`config.mk`:
```
export PLATFORM = sky130hd
export DESIGN_NAME = display_scan_ctrl
export DESIGN_NICKNAME = d
export VERILOG_FILES = /design/src/rtl/scan_pkg.sv /design/src/rtl/scan_prescaler.sv /design/src/rtl/display_scan_ctrl.sv
export SDC_FILE = /design/constraint.sdc
export NUM_CORES = 1
export LEC_CHECK = 0
export BUFFER_PORTS_ARGS = -buffer_cell sky130_fd_sc_hd__buf_2
export CORE_MARGIN = 3
export CORE_UTILIZATION = 62
export CTS_CLUSTER_DIAMETER = 60
export DETAILED_ROUTE_END_ITERATION = 10
export PLACE_DENSITY = 0.87
export SYNTH_ARGS = -nofsm -noshare
export SYNTH_HDL_FRONTEND = slang
export SYNTH_SLANG_ARGS = --single-unit
```
`constraint.sdc`:
```
create_clock -name clk -period 4.49 [get_ports clk]
set_input_delay 1.1225 -clock clk [delete_from_list [all_inputs] [get_ports clk]]
set_output_delay 1.1225 -clock clk [all_outputs]
set_load 0.02 [all_outputs]
```
`src/rtl/scan_pkg.sv`:
```
// Shared constants, types and helpers for the display scan controller.
// Optional build macro: LEADING_ZERO_BLANK_EN (see display_scan_ctrl).
package scan_pkg;

  localparam int NUM_DIGITS = 4;
  localparam int IDX_W = 2;
  localparam int VAL_W = 4 * NUM_DIGITS;
  localparam logic [3:0] DIGIT_OFF = 4'b1111;
  localparam logic [3:0] BCD_MAX = 4'd9;

  typedef logic [IDX_W-1:0] scan_idx_t;

  typedef enum logic {
    LD_IDLE,
    LD_PEND
  } ld_state_t;

  function automatic logic [3:0] nibble_at(
    input logic [VAL_W-1:0] v,
    input scan_idx_t i
  );
    logic [3:0] n;
    n = 4'h0;
    unique case (i)
      2'd0: n = v[3:0];
      2'd1: n = v[7:4];
      2'd2: n = v[11:8];
      2'd3: n = v[15:12];
    endcase
    return n;
  endfunction

endpackage

```
`src/rtl/scan_prescaler.sv`:
```
// Free-running divider: tick is high for one cycle
// out of every SCAN_DIV cycles.
module scan_prescaler #(
  parameter int SCAN_DIV = 50000
) (
  input  logic clk,
  input  logic rst_n,
  output logic tick
);

  localparam int CW = $clog2(SCAN_DIV);
  localparam logic [CW-1:0] LAST = CW'(SCAN_DIV - 1);

  logic [CW-1:0] cnt;

  assign tick = (cnt == LAST);

  always_ff @(posedge clk or negedge rst_n) begin
    if (!rst_n) begin
      cnt <= '0;
    end else if (tick) begin
      cnt <= '0;
    end else begin
      cnt <= cnt + 1'b1;
    end
  end

endmodule

```
`src/rtl/display_scan_ctrl.sv`:
```
// Four-digit multiplexed BCD display scanner with load handshake.
// Define LEADING_ZERO_BLANK_EN to blank leading zero digits 3..1.
module display_scan_ctrl
  import scan_pkg::*;
#(
  parameter int SCAN_DIV = 50000
) (
  input  logic             clk,
  input  logic             rst_n,
  input  logic             load,
  input  logic [VAL_W-1:0] value_in,
  output logic             ready,
  output logic [3:0]       digit_bcd,
  output logic [3:0]       digit_en_n,
  output logic             frame_start
);

  logic             tick;
  logic             wrap;
  logic             accept;
  logic             pend_we;
  logic             disp_we;
  logic             valid;
  logic             blank;
  logic             show;
  logic [3:0]       nib;
  scan_idx_t        idx;
  logic [VAL_W-1:0] disp;
  logic [VAL_W-1:0] pend;
  ld_state_t        st;
  ld_state_t        st_nx;

  scan_prescaler #(
    .SCAN_DIV(SCAN_DIV)
  ) u_prescaler (
    .clk  (clk),
    .rst_n(rst_n),
    .tick (tick)
  );

  assign wrap   = tick && (idx == 2'd3);
  assign ready  = (st == LD_IDLE);
  assign accept = load && ready;

  // Pending value only moves at a frame boundary,
  // so the shown value never changes mid-frame.
  always_comb begin
    st_nx   = st;
    pend_we = 1'b0;
    disp_we = 1'b0;
    unique case (st)
      LD_IDLE: begin
        if (accept) begin
          pend_we = 1'b1;
          st_nx   = LD_PEND;
        end
      end
      LD_PEND: begin
        if (wrap) begin
          disp_we = 1'b1;
          st_nx   = LD_IDLE;
        end
      end
    endcase
  end

  always_ff @(posedge clk or negedge rst_n) begin
    if (!rst_n) begin
      st   <= LD_IDLE;
      idx  <= '0;
      disp <= '0;
      pend <= '0;
    end else begin
      st <= st_nx;
      if (tick) idx <= idx + 1'b1;
      if (pend_we) pend <= value_in;
      if (disp_we) disp <= pend;
    end
  end

  assign nib   = nibble_at(disp, idx);
  assign valid = (nib <= BCD_MAX);

  always_comb begin
    blank = 1'b0;
`ifdef LEADING_ZERO_BLANK_EN
    unique case (1'b1)
      idx == 2'd3: blank = (disp[15:12] == '0);
      idx == 2'd2: blank = (disp[15:8] == '0);
      idx == 2'd1: blank = (disp[15:4] == '0);
      default:     blank = 1'b0;
    endcase
`endif
  end

  assign show = valid && !blank;

  // Enable is forced off on the index-change edge,
  // giving one dead cycle before the new digit lights.
  always_ff @(posedge clk or negedge rst_n) begin
    if (!rst_n) begin
      digit_en_n  <= DIGIT_OFF;
      digit_bcd   <= 4'h0;
      frame_start <= 1'b0;
    end else begin
      frame_start <= wrap;
      digit_bcd   <= valid ? nib : 4'h0;
      if (tick || !show) begin
        digit_en_n <= DIGIT_OFF;
      end else begin
        digit_en_n <= ~(4'b0001 << idx);
      end
    end
  end

endmodule

```
; ---- Yosys cells after proc, flatten, opt, wreduce, memory -nomap -nowiden
; Cells that the tools add are included.
[word_totals]
register_bits = 60
input_bits = 19
output_inout_bits = 10
elab_cells = 33
[op_classes]
addsub = 2
order_cmp = 1
eq_ne = 4
shift = 1
mux = 10
n_bitwise = 2
reduce_logical = 5
[op_table]
columns = op, count
row1 = "adder 16 x 1 -> 16 bit, second input constant", 1
row2 = "== test 16 bit, second input constant", 1
row3 = two-way mux 16 bit, 1
row4 = case mux 4 bit (4 select lines), 1
row5 = two-way mux 4 bit, 2
row6 = two-way mux 1 bit, 5
row7 = "== test 2 bit, second input constant", 2
row8 = "<= comparator 4 bit, second input constant", 1
row9 = inverter 4 bit, 1
row10 = "left shift 1 x 2 -> 4 bit, first input constant", 1
row11 = "adder 2 x 1 -> 2 bit, second input constant", 1
row12 = "== test 2 x 1 -> 1 bit, second input constant", 1
row13 = logical AND 1 bit, 2
row14 = zero test 2 bit, 1
row15 = case mux 1 bit (2 select lines), 1
row16 = zero test 1 bit, 1
row17 = logical OR 1 bit, 1
row18 = inverter 1 bit, 1

; ---- Logic depth before layout (Yosys ltp)
; Gate-level depths: netlist of run 1.
[depth]
word_depth = 6
depth_mapped = 7
mapped_depth_nobuf = 6

; ---- Cells and area by module
; Synthesis of run 1 repeated with hierarchy kept, for this count alone.
[hier_totals]
cells_unflattened = 185
hier_area_um2 = 2577.5
[modules_own_cells]
columns = module, instances, cells_per_inst, area_each_um2, seq_area_each_um2
row1 = display_scan_ctrl, 1, 118, 1815.5, 1106.1
row2 = scan_prescaler, 1, 67, 762.0, 400.4

; ---- Worst setup path after synthesis of run 1
; No wires, ideal clock.
[synth_path]
kind = input to register
startpoint = input port load
endpoint = register pend[10]
setup_time_ns = 0.125
t_arrival_ns = 2.065
t_required_ns = 4.365
slack_ns = 2.300
cell_stages = 4
n_path_buf = 2
path_cell_list = nor2b_1 clkbuf_1 buf_2 mux2_2
[synth_between]
elab_chain_cells = 3
[synth_rtl]
columns = item, line
row1 = from (decl), display_scan_ctrl.sv:10  ; input logic load,
row2 = logical AND 1 bit, display_scan_ctrl.sv:43  ; assign accept = load && ready;
row3 = two-way mux 1 bit, display_scan_ctrl.sv:53  ; if (accept) begin
row4 = two-way mux 1 bit, display_scan_ctrl.sv:51  ; unique case (st)
row5 = to (signal assigned), display_scan_ctrl.sv:76  ; if (pend_we) pend <= value_in;
row6 = to (decl), display_scan_ctrl.sv:29  ; logic [VAL_W-1:0] pend;
; No other way between the ends.
; A chain may end at the register's enable or synchronous reset.

; ---- Worst setup path after layout of run 1
[layout_path]
startpoint = register digit_en_n[2]
endpoint = output port digit_en_n[2]
[layout_lines]
columns = item, line
row1 = from (decl), display_scan_ctrl.sv:14  ; output logic [3:0] digit_en_n,
row2 = from (signal assigned), display_scan_ctrl.sv:111  ; digit_en_n <= ~(4'b0001 << idx);
; No word-level cell between the ends.

==> impl_metrics.json, run 1 <==
{
  "worst_ep_arrival_time_ns": 1.01,
  "timing.critical_path.slowest_stage_cell": "dfstp_2",
  "depth_of_the_cts_h_tree": 3,
  "post_synthesis_cells": 192,
  "cts_tree": "done",
  "layout_common_cells": "dfrtp_1 (56), buf_2 (28), mux2_2 (23)",
  "main_combinational_cell_family_by_area_after_synthesis": "multiplexers",
  "place_hpwl_mm": 3.54,
  "ys.flop_type": "dfrtp_1",
  "synth_top_area_share_pct": 53.6,
  "postRouteWirelength_mm": 5.13,
  "area.growth.synth_to_final_pct": 14.3,
  "ys_ff_latch": 60,
  "yosys_warnings": 0,
  "io_pins": 29,
  "place.detailed.instances": 264,
  "synth_xor_area_share_pct": 4.69,
  "setup_tns_ns": 0,
  "number_of_hold_slack_violations_in_the_final_timing_report": 0,
  "worst_skew_pair.late_latency_ns": 0.34,
  "grt_antenna_before_repair": 0,
  "routed_wire_length_per_instance_um": 18.3,
  "async_reset_ff_share_pct": 100,
  "cell_chain_of_the_critical_path": "buf_2",
  "cp_top_family": "flip-flops",
  "drcViolationCount": 0,
  "track_usage_pct": 23.9,
  "timing.rr.start": "u_prescaler.cnt[0]$_DFF_PN0_",
  "gp_routability_congestion": 0.881,
  "grt_remaining_overflow": 0,
  "slowest_delay_ns": 0.52,
  "cts_max_path_buffers": 2,
  "cts_setup_buffers": 0,
  "mostFrequentLayoutCell": "dfrtp_1",
  "synth.top_cells.by_area": "dfrtp_1 (54%), mux2_2 (9.9%), mux2_4 (5.2%), dfstp_2 (4.0%), ha_1 (2.9%)",
  "fin_cells": 280,
  "clock-sinks": 60,
  "nFillCells": 225,
  "synth_edf_count": 0,
  "final_layout_size_suffix_gt1_share_pct": 38.8,
  "die_w_um": 71.0,
  "cell_leakage_power_uw": 0.00145,
  "worst_hold_startpoint": "pend[10]$_DFFE_PN0P_",
  "cp-startpoint": "digit_en_n[2]$_DFF_PN1_",
  "ant_nets": 0,
  "cts-buffers-inserted": 9,
  "grt_first_pass_wirelength_mm": 8.91,
  "post_synth_num_cell_types": 33,
  "syn-mean-instance-area_um2": 13.6,
  "finClkSkew_ns": 0.00535,
  "grt_max_degree": 61,
  "report.final.setup_viol": 0,
  "run_status": "completed",
  "unrepaired_setup_endpoints_after_global_routing": "no",
  "worst_setup_hold_path_clk_slew_ns": 0.07,
  "floorplan.initialDensity_pct": 67.9,
  "worst_setup_path_end_kind": "primary output",
  "clock_tree.root_cell": "clkbuf_8",
  "muxShareOfSynthArea_pct": 15.4,
  "synth_seq_area_share_pct": 57.6,
  "power-per-cell-area_nw_per_um2": 363,
  "routed-via-count": 1645,
  "slew_headroom_pct": 52.5,
  "cp_max_fo": 1,
  "fp.coreArea_um2": 3850,
  "die_footprint_um2": 5040,
  "route.detailed.vias_per_inst": 5.88,
  "period_minus_slack_ns": 2.13,
  "finalNetCount": 252,
  "worst_ir_drop_vdd_mv": 0.218,
  "timing.critical_path.required_ns": 3.37,
  "cell_rows": 22,
  "critPathBufInv": 1,
  "syn-cell-area_um2": 2620,
  "finalMaxSlewViolations": 0,
  "yosys.area.top_type": "dfrtp_1",
  "hold_buffers": 0,
  "timing.max_cap.violations": 0,
  "synth-adder-area-share_pct": 2.87,
  "initialDrtViolationCount": 230,
  "first_pass_iters": 4,
  "die_height_um": 71.0,
  "num_antenna_cells": 0,
  "mapped_nets": 217,
  "grt_pass1_vias": 1805,
  "synth_compound_gate_area_share_pct": 3.35,
  "io_buffers": 28,
  "post_cts.resized_instances": 0,
  "yosys.area_share.simple_pct": 13.4,
  "timing_worst_setup_path_type": "flop to primary output",
  "post-route-period-util_pct": 47.5,
  "holdCritPathClass": "flop to flop",
  "timing_worst_slew_pin_value_ns": 0.713,
  "launching_element_type_of_the_critical_path": "flop",
  "achievable-frequency_mhz": 469
}
[flip-flops by register name (all words and copies together) (netlist names)]
register         cells
st                   1
idx                  2
frame_start          1
u_prescaler.cnt     16
digit_en_n           4
digit_bcd            4
disp                16
pend                16
[routing by layer]
metal  global-route usage (%)  up-vias  part of all wire (%)
li1                         -      742                     -
met1                     28.4      826                    41
met2                     39.5       67                    51
met3                     9.94       10                   6.4
met4                     7.72        0                   1.4
met5                        0        -                     0
[worst register-to-register path, cell delays in order (launching register included)]
cell     delay (ns)
dfrtp_1        0.40
ha_1           0.22
and4_1         0.37
nand4_4        0.22
nor2_8         0.39
mux2_2         0.40
[path summary, 6_finish.rpt]
path	to	slack [ns]	cells past startpoint
min in group asynchronous	u_prescaler.cnt[10]$_DFF_PN0_	0.92	2
worst max-delay path	digit_en_n[2]	2.36	1
worst max register to register	disp[3]$_DFFE_PN0P_	2.38	5
max in group asynchronous	pend[5]$_DFFE_PN0P_	3.10	2
worst min-delay path	disp[10]$_DFFE_PN0P_	0.51	1
worst min register to register	disp[10]$_DFFE_PN0P_	0.51	1
[through the flow]
| step | worst slack (ns) | power (µW) | area (µm²) | util (%) | hold slack, ns |
|---|---|---|---|---|---|
| 2_1_floorplan | 2.30 | 588 | 2620 | - | 0.455 |
| 3_3_place_gp | 2.47 | 608 | 2790 | 72.4 | 0.469 |
| 3_5_place_dp | 2.40 | 613 | 2790 | 72.4 | 0.498 |
| 4_1_cts | 2.34 | 1090 | 2990 | 77.6 | 0.514 |
| 5_1_grt | 2.22 | 1130 | 2990 | 77.6 | 0.534 |
| 6_report | 2.36 | 1080 | 2990 | 77.6 | 0.513 |
[layout make-up]
| type | count | area [µm²] | share of cell area [%] |
|---|---|---|---|
| sequential | 60 | 1510 | 50.4 |
| multi-input combinational | 119 | 1040 | 34.8 |
| timing repair buffer | 30 | 155 | 5.19 |
| clock buffer | 9 | 124 | 4.14 |
| clock inverter | 7 | 76.3 | 2.55 |
| tap | 48 | 60.1 | 2.01 |
| inverter | 7 | 26.3 | 0.879 |
[logic make-up (layout without fill, tap and decap cells)]
kind of cell | count (synthesis) | count (layout)
xor gates and xnor gates | 14 | 14
AOI/OAI and AO/OA | 12 | 12
adders and majority gates | 6 | 6
muxes | 33 | 33
buffers and inverters | 13 | 53
and+or+nand+nor | 54 | 54
DFF | 60 | 60
[cell usage after synthesis (3+ instances only)]
| library cell | instances |
|---|---|
| nor2_1 | 14 |
| and2_1 | 3 |
| nor2b_1 | 3 |
| ha_1 | 6 |
| dfrtp_1 | 56 |
| nand4_1 | 6 |
| xnor2_1 | 8 |
| dfstp_2 | 4 |
| buf_2 | 3 |
| mux2_2 | 23 |
| o21ai_0 | 3 |
| nand2_1 | 6 |
| mux2_4 | 9 |
| nand3_1 | 10 |
| inv_1 | 7 |
| xor2_1 | 6 |
[power by group]
part	internal, µW	total [µW]	leakage, µW	switching (µW)
registers	557	568	0.000779	10.5
clock network	258	482	0.0000958	224
logic	18.4	34.6	0.000573	16.2
total	834	1080	0.00145	250
Power figures use the tool's default switching activity.
==> run 2, diff against run 1 <==
- CORE_UTILIZATION: 62 -> 52
- PLACE_DENSITY: 0.87 -> 0.78
- clock period: 4.49 -> 1.74 ns (I/O delays scaled with it)
==> run 2 against run 1 <==
Net effect:
- highest routed layer unchanged
- critical endpoint is now disp[14]$_DFFE_PN0P_
- combinational power grew to 2.9 times the previous value
- flip-flop and latch count unchanged
- setup slack lost 2.3 ns
==> impl_metrics.json, run 2 (synthesis results as in run 1) <==
{
  "run_status": "completed",
  "holdCritPathClass": "input pin to async pin",
  "grt_max_degree": 25,
  "first_pass_iters": 4,
  "grt_remaining_overflow": 0,
  "finalMaxSlewViolations": 0,
  "clock_tree.root_cell": "clkbuf_8",
  "crit-reg2reg-capture": "disp[14]$_DFFE_PN0P_",
  "area.growth.synth_to_final_pct": 23.5,
  "worst_setup_path_end_kind": "flop",
  "cell_leakage_power_uw": 0.00155,
  "cell_rows": 25,
  "track_usage_pct": 18.4,
  "die_w_um": 76.9,
  "cp_max_fo": 10,
  "pre_cts_slack_ns": -0.0390,
  "cts-buffers-inserted": 9,
  "power-per-cell-area_nw_per_um2": 822,
  "floorplan.initialDensity_pct": 54.7,
  "cp-endpoint": "disp[14]$_DFFE_PN0P_",
  "reg_top3": "disp (16), pend (16), u_prescaler.cnt (16)",
  "worst_ep_arrival_time_ns": 1.89,
  "report.final.setup_viol": 0,
  "grt_pass1_vias": 1691,
  "dpl-instance-area_um2": 2950,
  "die_footprint_um2": 5920,
  "reg2reg_slack_ns": 0.06,
  "final_layout_size_suffix_gt1_share_pct": 47.8,
  "timing.critical_path.required_ns": 1.96,
  "clock-sinks": 60,
  "io_buffers": 28,
  "finalNetCount": 271,
  "mostFrequentLayoutCell": "dfrtp_1",
  "gp_routability_congestion": 0.815,
  "period_minus_slack_ns": 1.68,
  "io_pins": 29,
  "hold-worst-slack_ns": 0.0300,
  "worst_skew_pair.late_latency_ns": 0.34,
  "achievable-frequency_mhz": 597,
  "slew_headroom_pct": 70.9,
  "ant_nets": 0,
  "initialDrtViolationCount": 73,
  "layout_common_cells": "dfrtp_1 (54), buf_2 (28), mux2_2 (20)",
  "worst_reg_to_reg_cells": 6,
  "routed-via-count": 1620,
  "place_hpwl_mm": 3.34,
  "finClkSkew_ns": 0.00695,
  "grt_antenna_before_repair": 0,
  "routed_wire_length_per_instance_um": 14.9,
  "setup_tns_ns": 0,
  "cp-startpoint": "u_prescaler.cnt[1]$_DFF_PN0_",
  "worst_ir_drop_vdd_mv": 0.559,
  "grt_first_pass_wirelength_mm": 8.34,
  "number_of_hold_slack_violations_in_the_final_timing_report": 0,
  "post-route-period-util_pct": 96.3,
  "nFillCells": 352,
  "hold_buffers": 0,
  "num_antenna_cells": 0,
  "timing_worst_slew_pin_value_ns": 0.437,
  "drcViolationCount": 0,
  "launching_element_type_of_the_critical_path": "flop",
  "timing.max_cap.violations": 0,
  "final_area_um2": 3230,
  "die_height_um": 76.9,
  "postRouteWirelength_mm": 4.75,
  "timing_worst_setup_path_type": "flop to flop",
  "timing.rr.start": "u_prescaler.cnt[1]$_DFF_PN0_",
  "worst_setup_hold_path_clk_slew_ns": 0.07,
  "fin_cells": 318,
  "route.detailed.vias_per_inst": 5.09,
  "place.detailed.instances": 298,
  "depth_of_the_cts_h_tree": 3,
  "fin_worst_setup_slack_ns": 0.0646,
  "cts_max_path_buffers": 2,
  "fp.coreArea_um2": 4790,
  "cts_tree": "done"
}
-- run 2: cell types whose count changed in the layout (fill, tap and decap cells not counted), sizes merged --
cell	delta
buf	+19
bufinv	-1
clkbuf	+1
-- run 2: per-stage QoR --
stage          total power, µW  util [%]
2_1_floorplan             1520         -
4_1_cts                   2690      66.2
5_1_grt                   2760      67.5
3_3_place_gp              1580      61.7
6_report                  2650      67.5
3_5_place_dp              1590      61.7
-- run 2: repair_timing --
action                     4_1_cts  5_1_grt
pin swaps                        1        5
gates resized for setup          0       16
setup endpoints to repair       13       25
setup buffers                    2        2
-- run 2: area by class of cell --
cell class / instances / area, µm² / share of cell area (%)
Multi-Input combinational cell: 119 / 1090 / 33.7
Timing Repair Buffer: 49 / 348 / 10.8
Sequential cell: 60 / 1510 / 46.7
Clock inverter: 6 / 38.8 / 1.20
Clock buffer: 10 / 138 / 4.26
Inverter: 7 / 26.3 / 0.813
Tap cell: 67 / 83.8 / 2.59
-- run 2: worst min-delay path by stage --
stage | to | cells after the start | from | slack [ns]
global route | pend[10]$_DFFE_PN0P_ | 1 | rst_n | 0.04
detailed placement | pend[10]$_DFFE_PN0P_ | 1 | rst_n | 0.40
floorplan | digit_bcd[0]$_DFF_PN0_ | 0 | rst_n | 0.14
CTS | pend[10]$_DFFE_PN0P_ | 1 | rst_n | 0.03
global placement | pend[6]$_DFFE_PN0P_ | 1 | rst_n | 0.39
finish | pend[13]$_DFFE_PN0P_ | 1 | rst_n | 0.03
-- run 2: report_power, final --
part	switching (µW)	internal, µW
registers	25.7	1440
clock network	540	551
logic	44.6	55.2
-- run 2: per-layer routing --
layer | GRT usage [%] | routed length, µm
met5 | 0 | 0
met4 | 11.6 | 136
met3 | 3.40 | 177
met2 | 25.6 | 2080
met1 | 26.5 | 2360
-- run 2: worst max-delay path: stages, from the launching register on --
cell,delay [ns]
dfrtp_1,0.37
ha_2,0.19
and4_4,0.25
nand4_4,0.13
nor2_8,0.15
buf_12,0.16
mux2_4,0.31
==> run 3, diff against run 2 <==
- ABC_AREA: not set -> 1
==> run 3 against run 2 <==
Net effect:
- flip-flop and latch count stayed put
- core utilization is 5.7 points lower
- clock skew about the same
- critical path depth is 2 higher
- non-clock buffer count shrank 16
- routed wire length grew 9.0%
- setup slack better by 0.088 ns
- via count rose by 28%
- largest cell class unchanged
- largest power group unchanged
- highest routed layer unchanged
==> impl_metrics.json, run 3 <==
{
  "worst_skew_pair.late_latency_ns": 0.33,
  "syn-cell-area_um2": 2790,
  "grt_pass1_vias": 1915,
  "report.final.setup_viol": 0,
  "worst_ep_arrival_time_ns": 1.84,
  "finClkSkew_ns": 0.00705,
  "place.detailed.instances": 391,
  "mapped_nets": 322,
  "postRouteWirelength_mm": 5.18,
  "cts_tree": "done",
  "worstSetupPathDepth": 8,
  "area.growth.synth_to_final_pct": 14.0,
  "num_antenna_cells": 0,
  "first_pass_iters": 4,
  "die_w_um": 79.2,
  "ys_ff_latch": 60,
  "worst_ir_drop_vdd_mv": 0.665,
  "holdCritPathClass": "input pin to async pin",
  "hold-worst-slack_ns": 0.0929,
  "depth_of_the_cts_h_tree": 3,
  "multiInputGateArea_um2": 1090,
  "fp.coreArea_um2": 5140,
  "timing.critical_path.required_ns": 1.99,
  "cell_rows": 26,
  "initialDrtViolationCount": 119,
  "slew_headroom_pct": 74.3,
  "timing_worst_setup_path_type": "flop to flop",
  "cp_max_fo": 7,
  "most_common_cell_on_crit_path": "nand2_1",
  "timing.critical_path.slowest_stage_cell": "dfrtp_1",
  "die_height_um": 79.2,
  "global_route.usage.met3_pct": 7.48,
  "place_hpwl_mm": 3.62,
  "synth_seq_area_share_pct": 54.0,
  "layout_common_cells": "nand2_1 (81), dfrtp_1 (56), nor2_1 (30)",
  "ys_top_cells_by_count": "nand2_1 (81), dfrtp_1 (56), nor2_1 (30)",
  "nFillCells": 447,
  "launching_element_type_of_the_critical_path": "flop",
  "finalMaxSlewViolations": 0,
  "grt_first_pass_wirelength_mm": 8.86,
  "post-route-period-util_pct": 91.2,
  "finalNetCount": 357,
  "synthMostInstantiatedCell": "nand2_1",
  "number_of_hold_slack_violations_in_the_final_timing_report": 0,
  "yosys.area.top_type": "dfrtp_1",
  "clock_tree.root_cell": "clkbuf_8",
  "floorplan.initialDensity_pct": 54.2,
  "ys.flop_type": "dfrtp_1",
  "mostFrequentLayoutCell": "nand2_1",
  "run_status": "completed",
  "final_core_util_pct": 61.8,
  "cell_chain_of_the_critical_path": "inv_1 > ha_1 > inv_1 > or2_2 > nand2_1 > nand2_1 > nand2_1 > nand3_1",
  "critPathBufInv": 2,
  "setup_tns_ns": 0,
  "power-per-cell-area_nw_per_um2": 797,
  "io_pins": 29,
  "worst_setup_hold_path_clk_slew_ns": 0.07,
  "period_minus_slack_ns": 1.59,
  "reg_top3": "disp (16), pend (16), u_prescaler.cnt (16)",
  "track_usage_pct": 18.5,
  "grt_antenna_before_repair": 0,
  "fin_worst_setup_slack_ns": 0.153,
  "achievable-frequency_mhz": 630,
  "route.detailed.vias_per_inst": 5.08,
  "synth_top_area_share_pct": 50.3,
  "hold_buffers": 0,
  "timing_worst_slew_pin_value_ns": 0.384,
  "worst_reg_to_reg_cells": 8,
  "fin_cells": 407,
  "synth_edf_count": 0,
  "slowest_delay_ns": 0.41,
  "grt_max_degree": 61,
  "routed-via-count": 2068,
  "routed_wire_length_per_instance_um": 12.7,
  "io_buffers": 28,
  "cts_setup_buffers": 0,
  "timing.max_cap.violations": 0,
  "register_area_um2": 1510,
  "post_synth_num_cell_types": 27,
  "cell_leakage_power_uw": 0.00170,
  "yosys_warnings": 0,
  "pre_cts_slack_ns": 0.184,
  "gp_routability_congestion": 0.869,
  "syn-mean-instance-area_um2": 9.39,
  "worst_setup_path_end_kind": "flop",
  "die_footprint_um2": 6280,
  "grt_most_used_layer": "met2",
  "drcViolationCount": 0,
  "final_layout_size_suffix_gt1_share_pct": 23.1,
  "cp_top_family": "simple AND/OR/NAND/NOR gates",
  "unrepaired_setup_endpoints_after_global_routing": "no",
  "gr-usage-met2_pct": 28.0,
  "synth.top_cells.by_area": "dfrtp_1 (50%), nand2_1 (11%), mux2_2 (5.7%), nand4_1 (4.5%), nor2_1 (4.0%)",
  "cts-buffers-inserted": 9,
  "cts_max_path_buffers": 2,
  "grt_remaining_overflow": 0,
  "post_synthesis_cells": 297,
  "ant_nets": 0,
  "post_cts.resized_instances": 0,
  "clock-sinks": 60,
  "async_reset_ff_share_pct": 100,
  "use_met1_pct": 24.3
}
run 3: cell count changes after synthesis, moves of 5 or more:
| cell | delta |
|---|---|
| nand2_1 | +75 |
| inv_1 | +20 |
| nor2_1 | +16 |
| nand4_1 | +14 |
| mux2_2 | -9 |
| mux2_4 | -9 |
| xnor2_1 | -8 |
| nand3_1 | +5 |
| nor3_1 | +5 |
run 3: cell families after synthesis:
| group | Yosys count | synth area share, % |
|---|---|---|
| AOI/OAI and AO/OA | 9 | 1.62 |
| xor gates and xnor gates | 7 | 2.20 |
| adders and majority gates | 6 | 2.69 |
| muxes | 16 | 6.46 |
| DFF | 60 | 54.0 |
| and+or+nand+nor | 161 | 26.3 |
| buffers and inverters | 38 | 6.73 |
run 3: power breakdown:
part / switching (µW) / internal (µW) / total (µW)
registers: 0 / 1390 / 1390
clock network: 568 / 519 / 1090
logic: 31.4 / 19.0 / 50.4
run 3: final timing paths:
check	slack (ns)	endpoint	start
worst max-delay path	0.15	digit_en_n[0]$_DFF_PN1_	idx[0]$_DFFE_PN0N_
worst min-delay path	0.09	disp[0]$_DFFE_PN0P_	rst_n
worst max register to register	0.15	digit_en_n[0]$_DFF_PN1_	idx[0]$_DFFE_PN0N_
worst min register to register	0.47	u_prescaler.cnt[0]$_DFF_PN0_	u_prescaler.cnt[0]$_DFF_PN0_
max in group asynchronous	1.36	digit_en_n[0]$_DFF_PN1_	rst_n
min in group clk	0.31	pend[10]$_DFFE_PN0P_	value_in[10]
run 3: metrics by stage:
step	total power [µW]	instance area (µm²)
CTS	2570	3180
floorplan	1420	2790
detailed placement	1470	3000
finish	2530	3180
global placement	1470	3000
global route	2640	3180
run 3: cell type report:
class	instances	area share, %
clock buffer	9	3.90
clock inverter	7	1.65
inverter	29	3.47
multi-input combinational	199	34.4
sequential	60	47.4
tap	70	2.76
timing repair buffer	33	6.38
run 3: worst register-to-register path: cells and delay by family (launching register included):
family / cells / cell delay [ns]
adder cells (fa/ha/maj): 1 / 0.19
buffers and inverters: 2 / 0.24
flip-flops: 1 / 0.41
AND/OR/NAND/NOR: 5 / 0.67
run 3: per-layer routing:
| layer | wire length [µm] | part of all wire (%) |
|---|---|---|
| met3 | 252 | 4.9 |
| met4 | 87 | 1.7 |
| met5 | 0 | 0 |
| met1 | 2440 | 47 |
| met2 | 2400 | 46 |
